--- src/rtl/gpio_in_debounce.sv ---
// Per-bit synchronizer + stable-time debouncer with sticky rising-edge events and masked clear.
// Latency: raw_in to db_out is DB_CYCLES+2 edges. No backpressure; the block is free-running.
module gpio_in_debounce #(
    parameter int WIDTH     = 32,
    parameter int DB_CYCLES = 1000
) (
    input  logic             clk,
    input  logic             rst,
    input  logic [WIDTH-1:0] raw_in,
    input  logic             clr,
    input  logic [WIDTH-1:0] clr_mask,
    output logic [WIDTH-1:0] db_out,
    output logic [WIDTH-1:0] evt,
    output logic             evt_any
);

    localparam int CNT_W = $clog2(DB_CYCLES + 1);
    localparam logic [CNT_W-1:0] CNT_MAX = CNT_W'(DB_CYCLES - 1);

    logic [WIDTH-1:0] s1;
    logic [WIDTH-1:0] s2;
    logic [CNT_W-1:0] cnt [WIDTH];
    logic             clr_q;
    logic             clr_pulse;
    logic [WIDTH-1:0] expire;
    logic [WIDTH-1:0] rise;
    logic [WIDTH-1:0] clr_bits;

    // A bit expires when the synchronized level has differed from db_out long enough.
    always_comb begin
        expire = '0;
        for (int i = 0; i < WIDTH; i++) begin
            expire[i] = (s2[i] != db_out[i]) && (cnt[i] == CNT_MAX);
        end
    end

    assign rise      = expire & s2;
    assign clr_pulse = clr & ~clr_q;
    assign clr_bits  = clr_pulse ? clr_mask : '0;
    assign evt_any   = |evt;

    always_ff @(posedge clk or negedge rst) begin
        if (!rst) begin
            s1     <= '0;
            s2     <= '0;
            db_out <= '0;
            evt    <= '0;
            clr_q  <= 1'b0;
            for (int i = 0; i < WIDTH; i++) begin
                cnt[i] <= '0;
            end
        end else begin
            s1    <= raw_in;
            s2    <= s1;
            clr_q <= clr;
            for (int i = 0; i < WIDTH; i++) begin
                if (s2[i] == db_out[i]) begin
                    cnt[i] <= '0;
                end else if (expire[i]) begin
                    db_out[i] <= s2[i];
                    cnt[i]    <= '0;
                end else begin
                    cnt[i] <= cnt[i] + CNT_W'(1);
                end
            end
            // Set wins over clear on the same edge.
            evt <= (evt & ~clr_bits) | rise;
        end
    end

endmodule

--- config.mk ---
export PLATFORM = sky130hd
export DESIGN_NAME = gpio_in_debounce
export DESIGN_NICKNAME = d
export VERILOG_FILES = /design/src/rtl/gpio_in_debounce.sv
export SDC_FILE = /design/constraint.sdc
export NUM_CORES = 1
export LEC_CHECK = 0
export CORE_MARGIN = 4
export CORE_UTILIZATION = 50
export DETAILED_ROUTE_END_ITERATION = 10
export GPL_TIMING_DRIVEN = 1
export PLACE_DENSITY = 0.75
export SETUP_SLACK_MARGIN = 0.5
export SYNTH_ARGS = -nofsm -noshare
export SYNTH_HDL_FRONTEND = slang
export SYNTH_SLANG_ARGS = --single-unit
--- constraint.sdc ---
create_clock -name clk -period 1.5 [get_ports clk]
set_input_delay 0.3 -clock clk [delete_from_list [all_inputs] [get_ports clk]]
set_output_delay 0.3 -clock clk [all_outputs]
set_load 0.01 [all_outputs]
==> results.txt <==
----------------------------------------------------
[Synth]
  Count of unique library cells instantiated by Yosys ... 30
  Fraction of the yosys area taken by sequential cells ... 56.9%
  FFs w/ async S/R, synth ... 100%
  Ys flop type ... sky130_fd_sc_hd__dfrtp_1
  Number of warning messages in the yosys log ... 0
  Mean Syn Cell Area ... 11.2 um^2
  Number of enable-type register cells in the synthesized netlist ... 0
  Post-synthesis sequential element count ... 449
  Total standard cell area after synthesis ... 0.0197 mm^2
  Synth Instances ... 1766
  Synthesized netlist net count ... 1865

[Critical path]
  Setup CP Type ... flip-flop to output pin
  Worst endpoint data arrival time ... 2.04 ns
  CP required ... 1.20 ns
  Top fanout value on the critical path ... 2
  Worst setup EP type ... output pin
  Nature of the critical path startpoint ... flip-flop

[Power]
  Combinational Power Share ... 8.5%
  Peak ir drop on the vdd network ... 0.00111 V
  Clk pwr share ... 45.2%
  Switching power as a share of total power ... 23.8%
  Ratio of total power to cell area ... 895 mW/mm^2
  LEAKAGE ... 13.7 nW
  Register share of total power ... 46.3%
  Total power ... 27.5 mW
  Power Internal ... 21.0 mW
  Switching component of the power ... 6.54 mW

[Clock tree]
  Library cell used as clock root buffer ... sky130_fd_sc_hd__clkbuf_16
  Sinks on Clock Net ... 449
  Number of CTS-inserted buffers ... 49
  Clock-pin slew of the registers on the worst-case setup and hold paths ... 0.06 ns
  Maximum number of buffers from clock root to sink ... 3
  CTS tree ... yes
  CTS HTree Levels ... 2
  Clock latency reported for the late side of the worst-skew pair ... 0.59 ns

[STA]
  Largest clock skew in the final design ... 0.0356 ns
  Worst-Margin Slew ... 0.570 ns
  Time the final worst path needs with I/O delays and setup ... 2.34 ns
  Final worst path period share ... 156%
  Setup repair after global routing missed its margin ... true
  Headroom to the max-slew limit ... 61.7%
  Number of failing setup endpoints in the final timing report ... 113
  Achievable clock frequency ... 427 MHz
  Crit path setup slack, layout ... -0.843 ns
  Max-slew violation count ... 0
  Final number of hold-violating endpoints ... 0

[Cells and area]
  Layout net count ... 2606
  Most frequent cells in the layout ... 442 x sky130_fd_sc_hd__buf_4, 439 x sky130_fd_sc_hd__dfrtp_1, 150 x sky130_fd_sc_hd__buf_6
  Fraction of layout cells with a size suffix above 1 ... 48.5%
  Total inserted antenna cells ... 0
  Synth-to-Final Area Change ... 56.0%
  Post-route insts no fill ... 3062
  Final-layout fill cell count ... 2113
  Final Core Density ... 79.3%
  Commonest non-fill, non-tap cell in the layout ... sky130_fd_sc_hd__buf_4
  Cell area after layout ... 0.0308 mm^2

[Floorplanning]
  Floorplan die area ... 0.0427 mm^2
  Die H ... 207 um
  Initial core utilization ... 50.8%
  Core area ... 0.0388 mm^2
  Row count ... 72
  Die boundary width ... 207 um
  Number of ports placed on the die boundary ... 132

[Global route]
  Overall overflow remaining after global route ... 0
  First-pass GRT wire length ... 85.7 mm
  Largest net degree at the start of global routing ... 80
  GRT Resource Usage Total ... 24.4%
  Initial antenna violation count ... 1
  Number of global-route vias before repair ... 17700

[Drt]
  WL/cell ... 19.9 um
  Post-detailed-route count of antenna-violating nets ... 0
  Detailed-route via count ... 17800
  Detail-routed via count per cell ... 5.81
  Total DRC errors in the routed layout ... 0
  Final routed wirelength across all metal layers ... 61.0 mm
  Number of DRC violations after detailed-routing iteration 0 ... 1124
  Number of iterations in the first detailed-routing pass ... 5

[Placement]
  Final weighted congestion in routability-driven placement ... 0.835
  Worst setup slack after placement ... -0.889 ns
  Number of buffers added on ports ... 131
  Placed Area ... 0.0254 mm^2
  Placed wire-length estimate after detailed placement ... 34.0 mm
  Cell count after placement ... 2782

[Min path]
  Hold/Removal Path Class ... input port to flip-flop

[Run]
  Max-capacitance violation count ... 0

[Outcome]
  Run status ... finished with violations
  Failing checks ... setup timing

----------------------------------------------------
final cells by class:
cell class	count	area, um^2	area share [%]
clock inverter	17	174	0.565
inverter	21	78.8	0.256
clock buffer	71	1490	4.84
tap	518	648	2.11
timing repair buffer	693	6000	19.5
multi-input combinational	1293	11100	36.2
sequential	449	11200	36.5
state kept, by name (all words and copies together) (netlist names):
| signal | cells |
|---|---|
| s1 | 32 |
| clr_q | 1 |
| cnt | 320 |
| db_out | 32 |
| evt | 32 |
| s2 | 32 |
synth_stat cells (8+ instances only):
master	instances	area [um^2]
sky130_fd_sc_hd__nand2b_1	33	206
sky130_fd_sc_hd__nand3_1	127	636
sky130_fd_sc_hd__nand4b_1	12	105
sky130_fd_sc_hd__mux2_4	20	300
sky130_fd_sc_hd__mux2_2	12	135
sky130_fd_sc_hd__o31ai_1	44	330
sky130_fd_sc_hd__o41ai_2	20	325
sky130_fd_sc_hd__xor2_1	96	841
sky130_fd_sc_hd__or2_2	20	125
sky130_fd_sc_hd__xnor2_1	32	280
sky130_fd_sc_hd__ha_1	32	400
sky130_fd_sc_hd__nand2_1	100	375
sky130_fd_sc_hd__o21ai_0	116	581
sky130_fd_sc_hd__or3_1	124	776
sky130_fd_sc_hd__a21oi_1	160	801
sky130_fd_sc_hd__and3_1	28	175
sky130_fd_sc_hd__or4_4	20	225
sky130_fd_sc_hd__nor2_1	128	480
sky130_fd_sc_hd__o2bb2ai_1	32	280
sky130_fd_sc_hd__inv_1	21	78.8
sky130_fd_sc_hd__o31ai_2	12	150
sky130_fd_sc_hd__or4_1	44	330
sky130_fd_sc_hd__dfrtp_1	449	11200
sky130_fd_sc_hd__nor4_1	8	50.1
sky130_fd_sc_hd__nand4_1	57	357
kinds of logic after synthesis:
| kind of cell | Yosys count | synth area share [%] |
|---|---|---|
| AO/OA/AOI/OAI | 384 | 12.5 |
| XOR/XNOR | 128 | 5.68 |
| adder cells (fa/ha/maj) | 32 | 2.03 |
| buffers and inverters | 25 | 0.475 |
| flip-flops | 449 | 56.9 |
| multiplexers | 32 | 2.21 |
| AND/OR/NAND/NOR | 716 | 20.2 |
layer usage:
| metal | global-route usage (%) | vias to the layer above | share of wire [%] |
|---|---|---|---|
| met5 | 0 | - | 0.021 |
| met4 | 9.58 | 2 | 4.1 |
| met3 | 4.94 | 183 | 5.3 |
| met2 | 43.0 | 562 | 52 |
| met1 | 29.6 | 9008 | 38 |
| li1 | - | 8050 | - |
what timing repair did:
action                                  in CTS  in global routing
cloned                                       2                  8
endpoints found under the setup margin     449                449
setup buffers                               94                 87
pin swaps                                   81                119
hold buffers                                 1                  0
gates resized for setup                    495                365
endpoints found under the hold margin      302                  0
metrics by stage:
step                setup TNS [ns]  hold slack (ns)
global route                -12.50            0.118
detailed placement           -4.31            0.181
global placement             -3.46            0.177
finish                       -7.16            0.143
CTS                          -4.53            0.117
floorplan                   -0.289          0.00441
worst max-delay path, stage by stage (launching register included):
cell,delay [ns]
sky130_fd_sc_hd__dfrtp_1,0.40
sky130_fd_sc_hd__nor4_1,0.36
sky130_fd_sc_hd__buf_4,0.20
sky130_fd_sc_hd__nand4_1,0.10
sky130_fd_sc_hd__or2_4,0.27
sky130_fd_sc_hd__buf_6,0.13
power by group through the flow:
stage | clock (mW) | combinational, mW | sequential (mW)
detailed placement | 0 | 1.67 | 12.9
CTS | 12.5 | 1.91 | 12.7
floorplan | 0 | 0.638 | 12.9
finish | 12.5 | 2.34 | 12.7
global route | 13.2 | 2.52 | 12.8
global placement | 0 | 1.61 | 12.9
final timing paths:
path | start | endpoint | slack (ns) | cells past startpoint
min | raw_in[21] | s1[21]$_DFF_PN0_ | 0.14 | 1
max reg2reg | cnt[251]$_DFF_PN0_ | cnt[258]$_DFF_PN0_ | -0.19 | 6
min in group asynchronous | rst | cnt[47]$_DFF_PN0_ | 0.17 | 2
max | evt[13]$_DFF_PN0_ | evt_any | -0.84 | 5
min reg2reg | s1[2]$_DFF_PN0_ | s2[2]$_DFF_PN0_ | 0.35 | 0
max in group asynchronous | rst | cnt[225]$_DFF_PN0_ | 0.59 | 3
Power figures use the tool's default switching activity.
